[src/rtl/sap_cpu.sv]
// Parametrised SAP-style CPU: PC, IR, A, B, C/Z flags, output register and a five-state sequencer.
// Optional macro SAP_OUT_HANDSHAKE_EN adds out_ready and makes OUT stall until the transfer is accepted.
module sap_cpu #(
  parameter int DATA_W = 8,
  parameter int ADDR_W = 4
) (
  input  logic              clk,
  input  logic              rst,
  output logic [ADDR_W-1:0] mem_addr,
  input  logic [DATA_W-1:0] mem_rdata,
  output logic [DATA_W-1:0] mem_wdata,
  output logic              mem_we,
`ifdef SAP_OUT_HANDSHAKE_EN
  input  logic              out_ready,
`endif
  output logic [DATA_W-1:0] out_data,
  output logic              out_valid,
  output logic              halted
);

  typedef enum logic [2:0] {S_FETCH, S_DECODE, S_EXEC, S_MEM, S_HALT} state_t;

  state_t            state_q, state_d;
  logic [ADDR_W-1:0] pc_q, pc_d;
  logic [DATA_W-1:0] ir_q, ir_d;
  logic [DATA_W-1:0] a_q, a_d;
  logic [DATA_W-1:0] b_q, b_d;
  logic              c_q, c_d;
  logic              z_q, z_d;
  logic [DATA_W-1:0] out_data_q, out_data_d;
  logic              out_valid_q, out_valid_d;

  logic [3:0]        opcode;
  logic [ADDR_W-1:0] operand;
  logic              is_sub;
  logic [DATA_W-1:0] alu_b;
  logic [DATA_W:0]   sum;
  logic              unused_ok;

  assign opcode  = ir_q[DATA_W-1 -: 4];
  assign operand = ir_q[ADDR_W-1:0];
  // B is loaded for architectural visibility; the ALU uses the memory word directly.
  assign unused_ok = ^{ir_q, b_q};

  // SUB is A + ~M + 1 so carry out means "no borrow".
  assign is_sub = (opcode == 4'h3);
  assign alu_b  = is_sub ? ~mem_rdata : mem_rdata;
  assign sum    = {1'b0, a_q} + {1'b0, alu_b} + {{DATA_W{1'b0}}, is_sub};

  assign mem_addr  = (state_q == S_EXEC || state_q == S_MEM) ? operand : pc_q;
  assign mem_wdata = a_q;
  assign mem_we    = (state_q == S_EXEC) && (opcode == 4'h4) && !rst;
  assign halted    = (state_q == S_HALT);

`ifdef SAP_OUT_HANDSHAKE_EN
  assign out_valid = (state_q == S_EXEC) && (opcode == 4'hE);
  assign out_data  = out_valid ? a_q : out_data_q;
`else
  assign out_valid = out_valid_q;
  assign out_data  = out_data_q;
`endif

  always_comb begin
    state_d     = state_q;
    pc_d        = pc_q;
    ir_d        = ir_q;
    a_d         = a_q;
    b_d         = b_q;
    c_d         = c_q;
    z_d         = z_q;
    out_data_d  = out_data_q;
    out_valid_d = 1'b0;
    case (state_q)
      S_FETCH: state_d = S_DECODE;
      S_DECODE: begin
        ir_d    = mem_rdata;
        pc_d    = pc_q + ADDR_W'(1);
        state_d = S_EXEC;
      end
      S_EXEC: begin
        state_d = S_FETCH;
        case (opcode)
          4'h1, 4'h2, 4'h3: state_d = S_MEM;
          4'h5: a_d = {{(DATA_W-ADDR_W){1'b0}}, operand};
          4'h6: pc_d = operand;
          4'h7: if (c_q) pc_d = operand;
          4'h8: if (z_q) pc_d = operand;
          4'hE: begin
`ifdef SAP_OUT_HANDSHAKE_EN
            if (out_ready) out_data_d = a_q;
            else           state_d    = S_EXEC;
`else
            out_data_d  = a_q;
            out_valid_d = 1'b1;
`endif
          end
          4'hF: state_d = S_HALT;
          default: state_d = S_FETCH;
        endcase
      end
      S_MEM: begin
        b_d     = mem_rdata;
        state_d = S_FETCH;
        if (opcode == 4'h1) begin
          a_d = mem_rdata;
        end else begin
          a_d = sum[DATA_W-1:0];
          c_d = sum[DATA_W];
          z_d = (sum[DATA_W-1:0] == '0);
        end
      end
      S_HALT: state_d = S_HALT;
      default: state_d = S_FETCH;
    endcase
  end

  always_ff @(posedge clk) begin
    if (rst) begin
      state_q     <= S_FETCH;
      pc_q        <= '0;
      ir_q        <= '0;
      a_q         <= '0;
      b_q         <= '0;
      c_q         <= 1'b0;
      z_q         <= 1'b0;
      out_data_q  <= '0;
      out_valid_q <= 1'b0;
    end else begin
      state_q     <= state_d;
      pc_q        <= pc_d;
      ir_q        <= ir_d;
      a_q         <= a_d;
      b_q         <= b_d;
      c_q         <= c_d;
      z_q         <= z_d;
      out_data_q  <= out_data_d;
      out_valid_q <= out_valid_d;
    end
  end

endmodule
[config.mk]
export PLATFORM = sky130hd
export DESIGN_NAME = sap_cpu
export DESIGN_NICKNAME = d
export VERILOG_FILES = /design/src/rtl/sap_cpu.sv
export SDC_FILE = /design/constraint.sdc
export NUM_CORES = 1
export LEC_CHECK = 0
export ABC_AREA = 1
export BUFFER_PORTS_ARGS = -buffer_cell sky130_fd_sc_hd__buf_2
export CAP_MARGIN = 20
export CORE_MARGIN = 1
export CORE_UTILIZATION = 30
export CTS_CLUSTER_DIAMETER = 30
export DETAILED_ROUTE_END_ITERATION = 12
export GPL_TIMING_DRIVEN = 0
export PLACE_DENSITY = 0.55
export SLEW_MARGIN = 20
export SYNTH_ARGS = -nofsm -noshare
export SYNTH_HDL_FRONTEND = slang
export SYNTH_SLANG_ARGS = --single-unit
[constraint.sdc]
create_clock -name clk -period 3 [get_ports clk]
set_input_delay 0.6 -clock clk [delete_from_list [all_inputs] [get_ports clk]]
set_output_delay 0.6 -clock clk [all_outputs]
set_load 0.005 [all_outputs]
==> results of run 1 <==
==> worst paths after layout <==
check / end / cells after the start
max: z_q / 11
min: pc_q[3] / 2
max reg2reg: z_q / 11
min reg2reg: pc_q[3] / 2
==> synthesized netlist by cell type (all sizes together) (2+ instances only) <==
cell / n / area, sq um
ha: 8 / 100
xnor2: 10 / 87.6
nor3: 9 / 78.8
nand2: 49 / 194
o21ai: 38 / 194
clkbuf: 3 / 11.3
dfxtp: 34 / 681
nand3: 18 / 90.1
or2: 2 / 12.5
nand4: 2 / 12.5
xor2: 2 / 17.5
nor2: 37 / 141
a31oi: 2 / 27.5
a21oi: 29 / 145
o21bai: 3 / 22.5
buf: 4 / 25.0
inv: 34 / 128
==> through the flow <==
stage               utilization [%]  cells  instance area, sq um  hold slack [ns]
CTS                            37.0    408                  2380            0.479
floorplan                         -    291                  2030            0.444
global route                   37.0    408                  2380            0.504
finish                         37.0    408                  2380            0.477
detailed placement             35.6    400                  2280            0.467
global placement               35.6    400                  2280            0.455
==> flip-flops by register name, summed over array words and instances, names as in the netlist <==
name	count
out_data	8
z_q	1
out_valid	1
c_q	1
state_q	3
pc_q	4
mem_wdata	8
ir_q	8
==> worst max-delay path: cells and delay by family (launching register included) <==
kind / cells / cell delay, ns
compound gates: 1 / 0.12
xor+xnor: 2 / 0.49
fa+ha+maj: 1 / 0.47
flops: 1 / 0.33
simple gates: 7 / 1.05
==> kinds of logic (layout without fill, tap and decap cells) <==
logic type	count (synthesis)	count (layout)	share of synthesized area (%)
and+or+nand+nor	118	118	26.4
AOI/OAI and AO/OA	76	76	20.6
buffers and inverters	42	82	8.33
DFF	34	34	33.6
xor gates and xnor gates	12	12	5.18
adders and majority gates	9	9	5.92
==> routing by layer <==
layer	vias up	track usage, %	share of wire (%)
li1	1039	-	-
met1	898	20.1	51
met2	41	23.6	44
met3	9	2.85	3.2
met4	0	5.17	1.6
met5	-	0	0
==> layout make-up <==
| class | count | share of cell area [%] |
|---|---|---|
| Timing Repair Buffer | 32 | 6.74 |
| Clock buffer | 7 | 3.63 |
| Sequential cell | 34 | 28.6 |
| Tap cell | 77 | 4.05 |
| Buffer | 7 | 1.53 |
| Inverter | 35 | 5.58 |
| Clock inverter | 1 | 0.211 |
| Multi-Input combinational cell | 215 | 49.6 |
==> power by group <==
part | total [uW] | internal (uW) | switching [uW] | leakage [uW]
clock | 356 | 185 | 171 | 0.0000482
sequential | 514 | 482 | 32.1 | 0.000277
combinational | 254 | 93.7 | 160 | 0.000775
total | 1120 | 761 | 363 | 0.00110
==> impl_metrics.env, run 1 <==
export IMPL_chipWidth_um=84.2
export IMPL_globalRoute_totalOverflow=0
export IMPL_initial_utilization_pct=31.6
export IMPL_average_size_of_a_mapped_cell_sq_um=6.97
export IMPL_worst_hold_startpoint="pc_q[3]"
export IMPL_slew_worst_pin_ns=0.544
export IMPL_wl_per_cell_um=12.7
export IMPL_mostFrequentLayoutCells="nand2_1 (45), o21ai_0 (37), nor2_1 (36)"
export IMPL_final_hold_viol_count=0
export IMPL_dr_first_iter_drc_count=105
export IMPL_htree_levels=2
export IMPL_vias_per_cell=4.87
export IMPL_min_delay_path_class="register to register"
export IMPL_overall_die_area_sq_mm=0.00709
export IMPL_layout_filler_cells=701
export IMPL_clock_tree_buffer_depth=2
export IMPL_setup_viol_count_final=0
export IMPL_slew_violations=0
export IMPL_endpoint_kind="register"
export IMPL_crit_chain="nor2_1, nand2_1, xnor2_1, fa_1, xnor2_1, nand3_1, nor2_1, nand3_1, nor2_1, nand3_1, a21oi_1"
export IMPL_crit_fanout=7
export IMPL_max_vdd_ir_drop_mv=0.164
export IMPL_syn_inst=291
export IMPL_cpMaxStageDelayCell="fa_1"
export IMPL_ys_warn_count=0
export IMPL_multiInputGateArea_sq_mm=0.00118
export IMPL_critPathArrivalTime_ns=2.74
export IMPL_tritoncts="built"
export IMPL_finalSetupTns_ns=0
export IMPL_grt_pass1_wl_um=8280
export IMPL_post_cts_resize_count=0
export IMPL_final_layout_size_suffix_gt1_share_pct=17.2
export IMPL_layout_area_seq_sq_um=681
export IMPL_cp_required_ns=3.22
export IMPL_gr_usage_all_layers_pct=14.9
export IMPL_cap_viol_max_count=0
export IMPL_min_period_over_period_pct=84.2
export IMPL_register_to_register_setup_slack_ns=0.47
export IMPL_cts_sink_count=34
export IMPL_pwrdens_mw_per_mm2=473
export IMPL_crit_path_max_incr_delay_ns=0.47
export IMPL_floorplan_die_height_um=84.2
export IMPL_detailedPlace_worstSlack_ns=0.470
export IMPL_failed_checks="DRC"
export IMPL_synth_edf_count=0
export IMPL_vias=1987
export IMPL_synth_seq_area_share_pct=33.6
export IMPL_first_global_vias=1740
export IMPL_synth_cell_area_sq_mm=0.00203
export IMPL_worst_r2r_startpoint="ir_q[7]"
export IMPL_ctsHoldBuffers=0
export IMPL_cts_buffers=5
export IMPL_path_clk_slew_ns=0.07
export IMPL_result_of_the_run="complete, but fails checks"
export IMPL_largest_net_degree_at_the_start_of_global_routing=11
export IMPL_worst_slew_margin_rel_pct=63.7
export IMPL_timing_final_ws_setup_ns=0.473
export IMPL_postSynth_asyncResetShare_pct=0
export IMPL_postSynth_topFlopCell="dfxtp_1"
export IMPL_postRouteWirelength_um=5190
export IMPL_antennaDiodeCount=0
export IMPL_drt_drc_violations_left=6
export IMPL_final_common_cell="nand2_1"
export IMPL_number_of_top_level_pins=33
export IMPL_cts_root_buffer_cell="clkbuf_8"
export IMPL_power_leakage_uw=0.00110
export IMPL_post_synth_num_cell_types=32
export IMPL_beginning_of_the_critical_path="ir_q[7]"
export IMPL_timing_worst_setup_path_type="register to register"
export IMPL_dpl_hpwl_um=4120
export IMPL_post_cts_setup_buffer_count=0
export IMPL_fmax_mhz=396
export IMPL_overall_power_of_the_completed_layout_uw=1120
export IMPL_worst_skew_pair_late_latency_ns=0.29
export IMPL_rsz0062_at_grt="no"
export IMPL_place_port_buffers=32
export IMPL_clock_skew_final_ns=0.00376
export IMPL_postSynthNetCount=310
export IMPL_rows=29
export IMPL_antenna_violations_before_repair=0
export IMPL_period_minus_slack_ns=2.53
export IMPL_drt_first_pass_iters=8
export IMPL_final_net_count=349
export IMPL_flow_area_growth_from_synthesis_pct=17.1
export IMPL_drt_antenna_violating_nets=0
export IMPL_core_region_area_sq_mm=0.00642
export IMPL_globalplace_congestion=0.853
export IMPL_crit_path_launch_type="register"
export IMPL_ff_latch_count_synth=34
Power figures use the tool's default switching activity.
==> run 2: changes to the inputs <==
- clock period: 3 -> 2.5 ns (I/O delays scaled with it)
==> run 2 against run 1 <==
- the run still ends with DRC left
- sequential power increased by 20%
- largest power group unchanged
- sequential share of layout area decreased by 0.060 points
- die area did not move
- critical path depth grew 1
- non-clock buffer count stayed put
- global-route usage unchanged
- highest routed layer unchanged
- power grew 20%
- critical endpoint unchanged
- hold slack lost 0.045 ns
- combinational power up 20%
==> impl_metrics.env, run 2 (synthesis gave the netlist of run 1 again) <==
export IMPL_result_of_the_run="complete, but fails checks"
export IMPL_failed_checks="DRC"
export IMPL_min_delay_path_class="primary input to register"
export IMPL_largest_net_degree_at_the_start_of_global_routing=11
export IMPL_worst_r2r_endpoint="z_q"
export IMPL_drt_first_pass_iters=8
export IMPL_cpMaxStageDelayCell="fa_1"
export IMPL_met3_usage_pct=2.85
export IMPL_place_port_buffers=32
export IMPL_worst_slew_margin_rel_pct=62.6
export IMPL_dr_first_iter_drc_count=105
export IMPL_final_net_count=349
export IMPL_fmax_mhz=427
export IMPL_slew_worst_pin_ns=0.561
export IMPL_rsz0062_at_grt="no"
export IMPL_post_cts_setup_buffer_count=0
export IMPL_crit_top_cell="nand3_1"
export IMPL_critPathArrivalTime_ns=2.56
export IMPL_critical_path_top_delay_family="simple AND/OR/NAND/NOR gates"
export IMPL_number_of_top_level_pins=33
export IMPL_timing_worst_setup_path_type="register to register"
export IMPL_initial_utilization_pct=31.6
export IMPL_postRouteWirelength_um=5170
export IMPL_pwrdens_mw_per_mm2=567
export IMPL_crit_cells=12
export IMPL_crit_chain="nand2_1, inv_2, nand2_2, xnor2_1, fa_1, xnor2_1, nand3_1, nor2_1, nand3_1, nor2_1, nand3_1, a21oi_1"
export IMPL_beginning_of_the_critical_path="ir_q[5]"
export IMPL_dpl_hpwl_um=4120
export IMPL_antenna_violations_before_repair=0
export IMPL_finish_cell_count_without_fillers=408
export IMPL_postLayoutCoreUtil_pct=37.1
export IMPL_htree_levels=2
export IMPL_final_hold_viol_count=0
export IMPL_chipWidth_um=84.2
export IMPL_clock_skew_final_ns=0.00457
export IMPL_wl_per_cell_um=12.7
export IMPL_rows=29
export IMPL_crit_path_launch_type="register"
export IMPL_sum_of_buffers_and_inverters_on_the_critical_path=1
export IMPL_gr_usage_all_layers_pct=14.9
export IMPL_setup_worst_path_end="z_q"
export IMPL_endpoint_kind="register"
export IMPL_slew_violations=0
export IMPL_register_to_register_setup_slack_ns=0.16
export IMPL_tritoncts="built"
export IMPL_dp_cells=400
export IMPL_worst_skew_pair_late_latency_ns=0.29
export IMPL_timing_final_ws_setup_ns=0.159
export IMPL_vias=1998
export IMPL_final_layout_size_suffix_gt1_share_pct=17.8
export IMPL_cap_viol_max_count=0
export IMPL_drt_drc_violations_left=6
export IMPL_min_period_over_period_pct=93.7
export IMPL_worst_r2r_startpoint="ir_q[5]"
export IMPL_floorplan_die_height_um=84.2
export IMPL_overall_die_area_sq_mm=0.00709
export IMPL_crit_path_max_incr_delay_ns=0.46
export IMPL_vias_per_cell=4.90
export IMPL_cts_root_buffer_cell="clkbuf_8"
export IMPL_final_common_cell="nand2_1"
export IMPL_clock_tree_buffer_depth=2
export IMPL_cts_sink_count=34
export IMPL_mostFrequentLayoutCells="nand2_1 (44), o21ai_0 (37), nor2_1 (35)"
export IMPL_globalplace_congestion=0.853
export IMPL_finalSetupTns_ns=0
export IMPL_gr_max_usage_layer="met2"
export IMPL_power_leakage_uw=0.00110
export IMPL_period_minus_slack_ns=2.34
export IMPL_globalRoute_totalOverflow=0
export IMPL_flow_area_growth_from_synthesis_pct=17.4
export IMPL_setup_viol_count_final=0
export IMPL_drt_antenna_violating_nets=0
export IMPL_globalRouteMet2Util_pct=23.6
export IMPL_grt_pass1_wl_um=8280
export IMPL_antennaDiodeCount=0
export IMPL_core_region_area_sq_mm=0.00642
export IMPL_cp_required_ns=2.72
export IMPL_crit_fanout=7
export IMPL_cts_buffers=5
export IMPL_met1_usage_pct=20.1
export IMPL_r2r_cells=12
export IMPL_path_clk_slew_ns=0.07
export IMPL_max_vdd_ir_drop_mv=0.199
export IMPL_detailedPlace_worstSlack_ns=-0.0297
export IMPL_first_global_vias=1740
run 2: cell count changes in the layout (fill, tap and decap cells not counted):
cell     change
nor2_2       +1
nand2_1      -1
nor2_1       -1
nand2_2      +1
run 2: how the worst min path moves through the flow:
| stage | from | end | slack (ns) | depth (start not counted) |
|---|---|---|---|---|
| after floorplan | z_q | z_q | 0.44 | 2 |
| after global placement | out_data[1] | out_data[1] | 0.46 | 2 |
| after detailed placement | out_data[6] | out_data[6] | 0.47 | 2 |
| after CTS | rst | pc_q[1] | 0.43 | 2 |
| after global routing | rst | pc_q[1] | 0.42 | 2 |
| final | rst | pc_q[1] | 0.43 | 2 |
run 2: area by class of cell:
type | count | area, sq um
multi-input combinational | 215 | 1180
clock buffer | 7 | 86.3
sequential | 34 | 681
inverter | 35 | 133
fill | 698 | 4040
tap | 77 | 96.3
clock inverter | 1 | 5.00
buffer | 7 | 36.3
timing repair buffer | 32 | 160
run 2: through the flow:
| stage | total power, uW | hold slack, ns | instance area [sq um] |
|---|---|---|---|
| final | 1350 | 0.432 | 2380 |
| after global routing | 1430 | 0.424 | 2380 |
| after CTS | 1360 | 0.426 | 2380 |
| after detailed placement | 931 | 0.467 | 2280 |
| after global placement | 929 | 0.455 | 2280 |
| after floorplan | 840 | 0.444 | 2030 |
run 2: report_power, final:
part           total (uW)  switching, uW  leakage, uW  internal (uW)
combinational         306            193     0.000776            113
sequential            617           39.2     0.000277            578
clock                 426            204    0.0000482            222
total                1350            436      0.00110            914
run 2: repair_timing:
item | CTS | global route
hold buffers | 0 | 0
endpoints found under the setup margin | 1 | 2
resized for setup | 1 | 1
run 2: metal layers:
metal / part of all wire (%) / vias to the layer above
li1: - / 1041
met2: 44 / 48
met4: 1.6 / 0
met3: 3.5 / 9
met1: 51 / 900
met5: 0 / -
